<file path="src/rtl/cl_frame_capture_if.sv">
// rtl/cl_frame_capture_if.sv - packer-side bus of the CameraLink frame gate
// Purpose: carries the qualified pixel stream and frame markers to the DMA packer.
// Signals:
//   data_out   48-bit pixel beat, upper half zero in 24-bit mode
//   data_vld   beat strobe, high exactly on captured beats
//   data_sel   1 = 48-bit beats, latched at arm
//   data_end   level, frame finished; held until the next frame_rst or abort
//   frame_rst  1-cycle pulse at the start of a captured frame
interface cl_frame_capture_if;
  logic [47:0] data_out;
  logic        data_vld;
  logic        data_sel;
  logic        data_end;
  logic        frame_rst;

  modport master (output data_out, data_vld, data_sel, data_end, frame_rst);
  modport slave  (input  data_out, data_vld, data_sel, data_end, frame_rst);
endinterface

</file>
<file path="src/rtl/cl_frame_capture.sv">
// rtl/cl_frame_capture.sv - CameraLink frame gate feeding the DMA packer
// Purpose: qualifies pixels with FVAL/LVAL/DVAL and captures one whole frame per arm.
// Ports:
//   sys_clk, reset        clock, async active-high reset
//   cl_fval/lval/dval     CameraLink qualifiers (already in sys_clk domain)
//   cl_data[47:0]         pixel data, [23:0] used in 24-bit mode
//   mode_48               beat width select, sampled on arm
//   arm, abort            1-cycle control pulses
//   max_lines, max_beats  per-frame line limit / per-line beat limit, 0 = unlimited
//   pk                    packer bus (data_out, data_vld, data_sel, data_end, frame_rst)
//   busy, frame_done      status; frame_done pulses on entry to DONE
//   line_cnt              lines captured in the last/current frame
//   err_long_line         sticky: beats dropped by max_beats
//   err_overrun           sticky: FVAL still high when max_lines was reached
module cl_frame_capture #(
  parameter int LINE_W = 16,
  parameter int PIX_W  = 16
) (
  input  logic                  sys_clk,
  input  logic                  reset,
  input  logic                  cl_fval,
  input  logic                  cl_lval,
  input  logic                  cl_dval,
  input  logic [47:0]           cl_data,
  input  logic                  mode_48,
  input  logic                  arm,
  input  logic                  abort,
  input  logic [LINE_W-1:0]     max_lines,
  input  logic [PIX_W-1:0]      max_beats,
  cl_frame_capture_if.master    pk,
  output logic                  busy,
  output logic                  frame_done,
  output logic [LINE_W-1:0]     line_cnt,
  output logic                  err_long_line,
  output logic                  err_overrun
);

  typedef enum logic [2:0] {
    S_IDLE,
    S_WAIT_IDLE,
    S_WAIT_FV,
    S_ACTIVE,
    S_DONE
  } state_t;

  state_t state_q, state_d;

  // Input stage plus one-cycle-older copies for edge detection.
  logic        fval_q, lval_q, dval_q;
  logic        fval_p_q, lval_p_q;
  logic [47:0] data_q;

  logic [47:0]       data_out_q, data_out_d;
  logic              data_vld_q, data_vld_d;
  logic              data_sel_q, data_sel_d;
  logic              data_end_q, data_end_d;
  logic              frame_rst_q, frame_rst_d;
  logic              frame_done_q, frame_done_d;
  logic [LINE_W-1:0] line_cnt_q, line_cnt_d;
  logic [PIX_W-1:0]  beat_cnt_q, beat_cnt_d;
  logic              err_ll_q, err_ll_d;
  logic              err_ov_q, err_ov_d;

  logic fval_rise, fval_fall, lval_fall;
  logic raw_beat, beat_ok, beat, lines_hit;

  assign fval_rise = fval_q & ~fval_p_q;
  assign fval_fall = ~fval_q & fval_p_q;
  assign lval_fall = ~lval_q & lval_p_q;
  assign raw_beat  = fval_q & lval_q & dval_q;
  assign beat_ok   = (max_beats == '0) || (beat_cnt_q < max_beats);

  always_ff @(posedge sys_clk or posedge reset) begin
    if (reset) begin
      fval_q   <= 1'b0;
      lval_q   <= 1'b0;
      dval_q   <= 1'b0;
      fval_p_q <= 1'b0;
      lval_p_q <= 1'b0;
      data_q   <= '0;
    end else begin
      fval_q   <= cl_fval;
      lval_q   <= cl_lval;
      dval_q   <= cl_dval;
      fval_p_q <= fval_q;
      lval_p_q <= lval_q;
      data_q   <= cl_data;
    end
  end

  always_ff @(posedge sys_clk or posedge reset) begin
    if (reset) begin
      state_q      <= S_IDLE;
      data_out_q   <= '0;
      data_vld_q   <= 1'b0;
      data_sel_q   <= 1'b0;
      data_end_q   <= 1'b0;
      frame_rst_q  <= 1'b0;
      frame_done_q <= 1'b0;
      line_cnt_q   <= '0;
      beat_cnt_q   <= '0;
      err_ll_q     <= 1'b0;
      err_ov_q     <= 1'b0;
    end else begin
      state_q      <= state_d;
      data_out_q   <= data_out_d;
      data_vld_q   <= data_vld_d;
      data_sel_q   <= data_sel_d;
      data_end_q   <= data_end_d;
      frame_rst_q  <= frame_rst_d;
      frame_done_q <= frame_done_d;
      line_cnt_q   <= line_cnt_d;
      beat_cnt_q   <= beat_cnt_d;
      err_ll_q     <= err_ll_d;
      err_ov_q     <= err_ov_d;
    end
  end

  always_comb begin
    state_d      = state_q;
    data_out_d   = data_out_q;
    data_vld_d   = 1'b0;
    data_sel_d   = data_sel_q;
    data_end_d   = data_end_q;
    frame_rst_d  = 1'b0;
    frame_done_d = 1'b0;
    line_cnt_d   = line_cnt_q;
    beat_cnt_d   = beat_cnt_q;
    err_ll_d     = err_ll_q;
    err_ov_d     = err_ov_q;
    lines_hit    = 1'b0;
    beat         = 1'b0;

    case (state_q)
      // DONE accepts a re-arm like IDLE; data_end keeps holding until frame_rst.
      S_IDLE, S_DONE: begin
        if (arm) begin
          data_sel_d = mode_48;
          err_ll_d   = 1'b0;
          err_ov_d   = 1'b0;
          state_d    = fval_q ? S_WAIT_IDLE : S_WAIT_FV;
        end
      end

      // Let a frame already in flight pass so only whole frames are captured.
      S_WAIT_IDLE: begin
        if (!fval_q) state_d = S_WAIT_FV;
      end

      S_WAIT_FV: begin
        if (fval_rise) begin
          frame_rst_d = 1'b1;
          data_end_d  = 1'b0;
          line_cnt_d  = '0;
          beat_cnt_d  = '0;
          state_d     = S_ACTIVE;
        end
      end

      S_ACTIVE: begin
        if (lval_fall) begin
          if (line_cnt_q != '1) line_cnt_d = line_cnt_q + LINE_W'(1);
          beat_cnt_d = '0;
        end
        // Uses the updated count so the frame closes on the very line that reaches
        // the limit, before any beat of the following line can slip through.
        lines_hit = (max_lines != '0) && (line_cnt_d >= max_lines);
        beat      = raw_beat & beat_ok & ~lines_hit;

        if (raw_beat && !beat_ok && !lines_hit) err_ll_d = 1'b1;

        if (beat) begin
          data_vld_d = 1'b1;
          data_out_d = data_sel_q ? data_q : {24'h0, data_q[23:0]};
          if (beat_cnt_q != '1) beat_cnt_d = beat_cnt_q + PIX_W'(1);
        end

        if (lines_hit || fval_fall) begin
          if (lines_hit && fval_q) err_ov_d = 1'b1;
          data_end_d   = 1'b1;
          frame_done_d = 1'b1;
          state_d      = S_DONE;
        end
      end

      default: state_d = S_IDLE;
    endcase

    if (abort) begin
      state_d      = S_IDLE;
      data_vld_d   = 1'b0;
      data_end_d   = 1'b0;
      frame_rst_d  = 1'b0;
      frame_done_d = 1'b0;
    end
  end

  assign pk.data_out  = data_out_q;
  assign pk.data_vld  = data_vld_q;
  assign pk.data_sel  = data_sel_q;
  assign pk.data_end  = data_end_q;
  assign pk.frame_rst = frame_rst_q;

  assign busy          = (state_q == S_WAIT_IDLE) || (state_q == S_WAIT_FV) ||
                         (state_q == S_ACTIVE);
  assign frame_done    = frame_done_q;
  assign line_cnt      = line_cnt_q;
  assign err_long_line = err_ll_q;
  assign err_overrun   = err_ov_q;

endmodule

</file>
<file path="src/flat_wrapper.sv">
// flat-port wrapper written by rule: the top's interface ports become plain ports
module cl_frame_capture_flat 
#(
  parameter int LINE_W = 16,
  parameter int PIX_W  = 16
)
  (sys_clk, reset, cl_fval, cl_lval, cl_dval, cl_data, mode_48, arm, abort, max_lines, max_beats, busy, frame_done, line_cnt, err_long_line, err_overrun, pk_data_out, pk_data_vld, pk_data_sel, pk_data_end, pk_frame_rst);
  cl_frame_capture_if pk_i ();
  input  logic sys_clk;
  input  logic reset;
  input  logic cl_fval;
  input  logic cl_lval;
  input  logic cl_dval;
  input  logic [47:0] cl_data;
  input  logic mode_48;
  input  logic arm;
  input  logic abort;
  input  logic [LINE_W-1:0] max_lines;
  input  logic [PIX_W-1:0] max_beats;
  output logic busy;
  output logic frame_done;
  output logic [LINE_W-1:0] line_cnt;
  output logic err_long_line;
  output logic err_overrun;
  output wire logic [$bits(pk_i.data_out)-1:0] pk_data_out;
  output wire logic [$bits(pk_i.data_vld)-1:0] pk_data_vld;
  output wire logic [$bits(pk_i.data_sel)-1:0] pk_data_sel;
  output wire logic [$bits(pk_i.data_end)-1:0] pk_data_end;
  output wire logic [$bits(pk_i.frame_rst)-1:0] pk_frame_rst;
  assign pk_data_out = pk_i.data_out;
  assign pk_data_vld = pk_i.data_vld;
  assign pk_data_sel = pk_i.data_sel;
  assign pk_data_end = pk_i.data_end;
  assign pk_frame_rst = pk_i.frame_rst;
  cl_frame_capture #(.LINE_W(LINE_W), .PIX_W(PIX_W)) u_core (.sys_clk(sys_clk), .reset(reset), .cl_fval(cl_fval), .cl_lval(cl_lval), .cl_dval(cl_dval), .cl_data(cl_data), .mode_48(mode_48), .arm(arm), .abort(abort), .max_lines(max_lines), .max_beats(max_beats), .pk(pk_i), .busy(busy), .frame_done(frame_done), .line_cnt(line_cnt), .err_long_line(err_long_line), .err_overrun(err_overrun));
endmodule
</file>
<file path="config.mk">
export PLATFORM = sky130hd
export DESIGN_NAME = cl_frame_capture_flat
export DESIGN_NICKNAME = d
export VERILOG_FILES = /design/src/rtl/cl_frame_capture_if.sv /design/src/rtl/cl_frame_capture.sv /design/src/flat_wrapper.sv
export SDC_FILE = /design/constraint.sdc
export NUM_CORES = 1
export LEC_CHECK = 0
export BUFFER_PORTS_ARGS = -buffer_cell sky130_fd_sc_hd__buf_2
export CAP_MARGIN = 20
export CORE_UTILIZATION = 30
export CTS_BUF_LIST = sky130_fd_sc_hd__clkbuf_8
export DETAILED_ROUTE_END_ITERATION = 6
export GPL_ROUTABILITY_DRIVEN = 1
export GPL_TIMING_DRIVEN = 0
export PLACE_DENSITY = 0.54
export RECOVER_POWER = 50
export SYNTH_ARGS = -nofsm -noshare
export SYNTH_HDL_FRONTEND = slang
export SYNTH_SLANG_ARGS = --single-unit
</file>
<file path="constraint.sdc">
create_clock -name sys_clk -period 7.75 [get_ports sys_clk]
set_input_delay 0.3875 -clock sys_clk [delete_from_list [all_inputs] [get_ports sys_clk]]
set_output_delay 0.3875 -clock sys_clk [all_outputs]
set_load 0.02 [all_outputs]
</file>
==> impl_metrics.csv, run 1 <==
group,metric,value,unit
logic_synthesis,ys_types,57,
power_and_ir_drop,ir_drop,0.103,mV
place,pre_cts_ws,3.00,ns
floorplanning,initial_core_util,0.307,
power_and_ir_drop,leakagePower,0.00416,uW
timing,setup_violations,0,
timing,fin_crit_sh,0.613,
setup_path,cp.required,8.05,ns
routing,drtIter0Drc,170,
cts,clock_latency,0.43,ns
global_routing,grt_pass1_vias,4919,
floorplanning,die_area,0.0223,mm^2
cts,cts-buffers-inserted,17,
place,hpwl,11.7,mm
routing,ant_nets,0,
timing,max_slew_margin,-1.24,
timing,rsz0062_at_grt,"false",
global_routing,antenna_found_initial,0,
cts,cts_root_buf,"clkbuf_8",
logic_synthesis,synth_async_sr_flop_share,1.00,
finish,layout-drive-gt1-share,0.299,
routing,drt-pass1-iter-count,4,
logic_synthesis,synth-seq-cells,143,
place,gp_congestion,0.759,
setup_path,reg2reg_slack,3.00,ns
cts,clkTransAtPathRegs,0.09,ns
timing,fin_setup_tns,0,ns
cts,cts_setup_buffers,0,
outcome,violations,"max-capacitance violations, max-slew violations",
cts,clock_path_buffers,2,
global_routing,gr-total-overflow,0,
floorplanning,fp.dieH,149,um
finish,diodes,0,
flow_run,cap_violations,1,
finish,nets,911,
setup_path,worstSetupPathType,"reg -> reg",
logic_synthesis,synth_edf_count,0,
setup_path,end_kind,"flop",
logic_synthesis,synth_fp_nets,728,
logic_synthesis,avgSynthCellArea,10.7,um^2
routing,viasPerCell,4.64,
power_and_ir_drop,p_per_area,194,mW/mm^2
setup_path,critPathMaxFanout,10,
timing,worst_pin_slew,3.33,ns
outcome,status,"finished with violations",
logic_synthesis,synth_seq_area_share,0.551,
floorplanning,die_x,149,um
place,io_buffer_count,159,
routing,vias,5005,
routing,wl_per_cell,14.7,um
floorplanning,core,0.0212,mm^2
timing,fin_ws,3.00,ns
floorplanning,ios,160,
hold_path,hold_path_class,"in -> reg",
timing,finalHoldViolCount,0,
finish,utilization,0.382,
global_routing,grt_pass1_wl,25.9,mm
cts,cts-htree-levels,4,
cts,cts.sinks,143,
timing,slew_viol_final,76,
logic_synthesis,ys.flop_type,"dfrtp_1",
setup_path,cp.arrival,5.05,ns
global_routing,grt_max_degree,77,
logic_synthesis,netlist_area,0.00650,mm^2
finish,area_growth,24.2,%
logic_synthesis,syn_inst,607,
timing,finClkSkew,0.0140,ns
timing,fmax,211,MHz
routing,routed_wl,15.8,mm
setup_path,start_kind,"flop",
floorplanning,row_count,53,
logic_synthesis,synth_warnings,0,
cts,cts_tree,"yes",
routing,drc,0,
global_routing,grt.total_usage,0.151,
timing,min_period,4.75,ns
## placed cells by master (no fill, tap or decap), types with 5 or more instances in the layout
cell type  netlist  layout
a21o_1           8       8
nor4_1          11      11
a31oi_1         13      13
inv_6            0       8
nor2_1          22      22
nand4_1          8       8
mux2_2          25      25
o31ai_1          5       5
a21oi_1         19      19
nor3_1          10      10
nand2b_1         6       6
o21ai_0         45      45
a211o_1          6       6
xnor2_1         12      12
and3_1          12      12
clkbuf_8         0      18
nand2_1         89      89
ha_1            33      33
nand3_1         19      19
dfrtp_1        143     143
inv_1           38      37
buf_2            7     165
clkbuf_1        12      13
## repair_timing
item	CTS	global route
hold endpoints to repair	0	4
hold buffers	0	4
resized for setup	0	0
## cell families (layout without fill, tap and decap cells)
group,Yosys count,in the layout,synth area share
and+or+nand+nor,202,202,0.155
DFF,143,143,0.551
AOI/OAI and AO/OA,128,128,0.126
buffers and inverters,60,256,0.0400
adders and majority gates,33,33,0.0635
muxes,25,25,0.0433
xor gates and xnor gates,16,16,0.0216
## final timing paths
path,start,endpoint,cells after the start
hold reg to reg,u_core.lval_q,u_core.lval_p_q,0
hold / removal,cl_data[8],u_core.data_q[8],1
setup reg to reg,u_core.line_cnt[4],u_core.pk.data_out[37],19
max in group asynchronous,reset,u_core.line_cnt[1],2
setup / recovery,u_core.line_cnt[4],u_core.pk.data_out[37],19
min in group asynchronous,reset,u_core.data_q[12],2
## per-stage QoR
step                instances  total power (uW)  instance area [um^2]  hold slack, ns
floorplan                 607               939                  6500           0.382
global route             1078              1660                  8070         0.00134
global placement         1041              1020                  7640           0.408
CTS                      1074              1600                  8040         0.00301
detailed placement       1042              1030                  7670           0.411
finish                   1078              1570                  8070          0.0509
## power by group
part | total [uW] | switching [uW] | internal [uW]
logic | 195 | 121 | 74.6
clock network | 559 | 317 | 242
registers | 812 | 22.0 | 790
## Yosys cell counts, types with 2 or more instances
cell        n  area, um^2
a211o_1     6        52.6
a211oi_1    4        30.0
a21o_1      8        60.1
a21oi_1    19        95.1
a22o_1      4        35.0
a22o_2      3        30.0
a31oi_1    13        81.3
a32o_1      2        20.0
and3_1     12        75.1
and4_1      4        35.0
buf_2       7        35.0
buf_6       2        22.5
clkbuf_1   12        45.0
dfrtp_1   143        3580
ha_1       33         413
inv_1      38         143
mux2_2     25         282
nand2_1    89         334
nand2b_1    6        37.5
nand3_1    19        95.1
nand4_1     8        50.1
nor2_1     22        82.6
nor2b_1     4        25.0
nor3_1     10        50.1
nor4_1     11        68.8
nor4b_1     2        17.5
o211ai_1    3        22.5
o21a_1      2        15.0
o21ai_0    45         225
o21bai_1    2        15.0
o22ai_1     2        12.5
o31ai_1     5        37.5
or2b_1      2        15.0
or3_1       3        18.8
xnor2_1    12         105
xor2_1      4        35.0
## layer usage
metal	up-vias	global-route usage	part of all wire
li1	2519	-	-
met1	2376	0.200	0.47
met2	108	0.242	0.48
met3	2	0.0407	0.045
met4	0	0.0413	0.0041
met5	-	0	0
## area by class of cell
type                            count  area [um^2]
Clock inverter                     14          120
Fill cell                        2137        13100
Tap cell                          275          344
Buffer                             22          118
Timing Repair Buffer              164          862
Multi-Input combinational cell    404         2660
Inverter                           38          144
Clock buffer                       18          248
Sequential cell                   143         3580
## critical path, stage by stage (launching register included)
cell and delay [ns]:
dfrtp_1 0.35, buf_2 0.18, and3_1 0.20, and3_1 0.22, nand4_1 0.21, o31ai_1 0.69
nor2_1 0.16, nand3_1 0.16, xnor2_1 0.15, ha_1 0.28, and3_1 0.17, a221o_1 0.29
a31oi_1 0.23, o211ai_1 0.17, a21oi_1 0.30, nand2_2 0.21, buf_2 0.26, buf_2 0.22
nand2_1 0.08, o21ai_0 0.08
## state kept, by name, summed over array words and instances, names as in the netlist, 3 cells and up
register            count
u_core.beat_cnt_q      16
u_core.line_cnt        16
u_core.pk.data_out     48
u_core.data_q          48
u_core.state_q          3
(Power assumes the default switching activity.)
==> inputs of run 2 (changes only) <==
ABC_AREA = 1   (was default)
PLACE_DENSITY = 0.53   (was 0.54)
clock period = 4.4 ns   (was 7.75 ns; I/O delays follow)
==> run 2 against run 1 <==
Effect of this change:
- the run still ends with max-capacitance violations, max-slew violations left
- first-iteration DRC count increased by 88%
- hold slack got worse by 0.0073 ns
- sequential share of layout area decreased by 5.8 points
- critical path type unchanged
==> impl_metrics.csv, run 2 <==
group,metric,value,unit
finish,area_growth,29.0,%
timing,finClkSkew,0.0136,ns
hold_path,hp-start,"abort",
timing,fin_hold_ws,0.0437,ns
logic_synthesis,yosysMostFrequentCell,"nand2_1",
routing,drtIter0Drc,319,
floorplanning,initial_core_util,0.306,
cts,hold_buffers,53,
power_and_ir_drop,power_switching,1590,uW
cts,cts.sinks,143,
logic_synthesis,synth.top_cells.by_area,"dfrtp_1 50%, nand2_1 14%, inv_1 6.5%, ha_1 5.7%, nand3_1 3.6%",
power_and_ir_drop,leakagePower,0.00482,uW
timing,max_slew_margin,-0.934,
routing,ant_nets,0,
setup_path,cp-startpoint,"u_core.lval_q",
logic_synthesis,synth_async_sr_flop_share,1.00,
finish,utilization,0.395,
logic_synthesis,synth_warnings,0,
setup_path,crit_slowest_cell,"dfrtp_1",
logic_synthesis,synth_fp_nets,996,
logic_synthesis,avgSynthCellArea,8.23,um^2
setup_path,worstSetupPathType,"reg -> reg",
logic_synthesis,synth-seq-cells,143,
cts,cts_setup_buffers,0,
power_and_ir_drop,ir_drop,0.222,mV
cts,clock_path_buffers,2,
logic_synthesis,synth_top_area_share,0.497,
logic_synthesis,syn_inst,875,
outcome,status,"finished with violations",
global_routing,grt_pass1_vias,6339,
setup_path,start_kind,"flop",
routing,drt-pass1-iter-count,5,
cts,cts-htree-levels,4,
power_and_ir_drop,pwr-share-comb,0.298,
cts,cts-buffers-inserted,17,
power_and_ir_drop,switching_share,0.391,
global_routing,grt_pass1_wl,31.6,mm
global_routing,antenna_found_initial,0,
logic_synthesis,synth_top_cell_by_area,"dfrtp_1",
timing,fin_crit_sh,0.850,
cts,clock_latency,0.45,ns
setup_path,worstPathCellList,"inv_1 -> nand2_1 -> inv_1 -> clkbuf_1 -> nand3_1 -> o21ai_0 -> inv_1 -> ha_1 -> nand2_1 -> inv_1 -> nand3_1 -> nor3_1 -> nand2_1 -> nand3_1 -> nand2_1 -> nand4_4 -> clkbuf_1 -> o21ai_0",
power_and_ir_drop,p_per_area,438,mW/mm^2
logic_synthesis,ys.flop_type,"dfrtp_1",
floorplanning,die_x,157,um
flow_run,cap_violations,1,
cts,clkTransAtPathRegs,0.10,ns
outcome,violations,"max-capacitance violations, max-slew violations",
power_and_ir_drop,clockPowerShare,0.279,
logic_synthesis,ys_top_cells_by_count,"272 x nand2_1, 143 x dfrtp_1, 124 x inv_1, 52 x nand3_1, 40 x o21ai_0",
finish,final_common_cell,"nand2_1",
finish,nets,1228,
floorplanning,core,0.0235,mm^2
finish,num-fill-cells,2453,
cts,cts_resized,0,
global_routing,grt.total_usage,0.165,
routing,wl_per_cell,13.4,um
routing,routed_wl,19.2,mm
floorplanning,fp.dieH,157,um
logic_synthesis,ys_types,42,
routing,viasPerCell,4.46,
cts,cts_tree,"yes",
routing,drc,0,
finish,layout-drive-gt1-share,0.152,
finish,layout_common_cells,"272 x nand2_1, 143 x dfrtp_1, 123 x inv_1, 107 x buf_2, 71 x clkbuf_1",
timing,min_period,3.74,ns
global_routing,gr-total-overflow,0,
timing,setup_violations,0,
power_and_ir_drop,p_int,2480,uW
global_routing,grt_max_degree,82,
timing,fmax,267,MHz
setup_path,cp.arrival,4.05,ns
setup_path,timing.rr.start,"u_core.lval_q",
hold_path,hold_path_class,"in -> reg",
timing,slew_viol_final,64,
place,hpwl,13.9,mm
setup_path,end_kind,"flop",
floorplanning,row_count,56,
logic_synthesis,synth_edf_count,0,
cts,cts_root_buf,"clkbuf_8",
power_and_ir_drop,pwr-share-seq,0.422,
logic_synthesis,netlist_area,0.00720,mm^2
timing,finalHoldViolCount,0,
timing,fin_setup_tns,0,ns
floorplanning,die_area,0.0246,mm^2
timing,rsz0062_at_grt,"false",
setup_path,critPathMaxFanout,10,
floorplanning,ios,160,
place,io_buffer_count,159,
timing,worst_pin_slew,2.88,ns
place,gp_congestion,0.829,
logic_synthesis,synth_seq_area_share,0.497,
routing,vias,6418,
finish,diodes,0,
setup_path,cp.required,4.71,ns
setup_path,slowest_delay,0.40,ns
[run 2: layer usage]
| metal | vias up | global-route usage | routed length [um] |
|---|---|---|---|
| met1 | 2964 | 0.215 | 8990 |
| met5 | - | 0 | 0 |
| met2 | 155 | 0.267 | 9020 |
| met4 | 0 | 0.0612 | 346 |
| met3 | 24 | 0.0352 | 875 |
| li1 | 3275 | - | - |
[run 2: cell type report]
type / instances / area (um^2) / area share
tap: 319 / 399 / 0.0430
multi-input combinational: 574 / 2960 / 0.318
sequential: 143 / 3580 / 0.385
clock buffer: 17 / 234 / 0.0252
inverter: 127 / 483 / 0.0520
buffer: 31 / 186 / 0.0201
timing repair buffer: 213 / 1260 / 0.136
clock inverter: 15 / 193 / 0.0207
[run 2: logic make-up (layout without fill, tap and decap cells)]
family / Yosys count / after routing / share of synthesized area
fa+ha+maj: 33 / 33 / 0.0573
flops: 143 / 143 / 0.497
compound gates: 107 / 107 / 0.0804
simple gates: 421 / 421 / 0.257
buf+inv: 158 / 403 / 0.0927
xor+xnor: 13 / 13 / 0.0158
[run 2: power groups by stage]
stage                     sequential (uW)  combinational [uW]  clock, uW
final                                1720                1210       1140
after global routing                 1750                1380       1230
after CTS                            1720                1270       1170
after detailed placement             1740                1230          0
after global placement               1740                1200          0
after floorplan                      1900                 616          0
[run 2: worst paths after layout]
check                           depth (start not counted)                endpoint  slack, ns
worst max register to register                         18  u_core.pk.data_out[38]       0.66
worst min-delay path                                    2      u_core.pk.data_vld       0.04
worst min register to register                          0         u_core.lval_p_q       0.42
min in group asynchronous                               3        u_core.data_q[2]       1.13
max in group asynchronous                               4  u_core.pk.data_out[31]       1.10
worst max-delay path                                   18  u_core.pk.data_out[38]       0.66
[run 2: critical path, delay by kind of cell, from the launching register on]
kind / cells / cell delay [ns]
flip-flops: 1 / 0.40
AND/OR/NAND/NOR: 9 / 1.26
AO/OA/AOI/OAI: 2 / 0.31
buffers and inverters: 6 / 1.30
adder cells (fa/ha/maj): 1 / 0.30
[run 2: metrics by stage]
stage	setup slack (ns)	instances	instance area [um^2]	power, uW
after floorplan	0.342	875	7200	2510
after global placement	-1.48	1353	8400	2940
after detailed placement	0.635	1354	8430	2970
after CTS	0.577	1439	9390	4160
after global routing	0.127	1439	9290	4360
final	0.661	1439	9290	4070
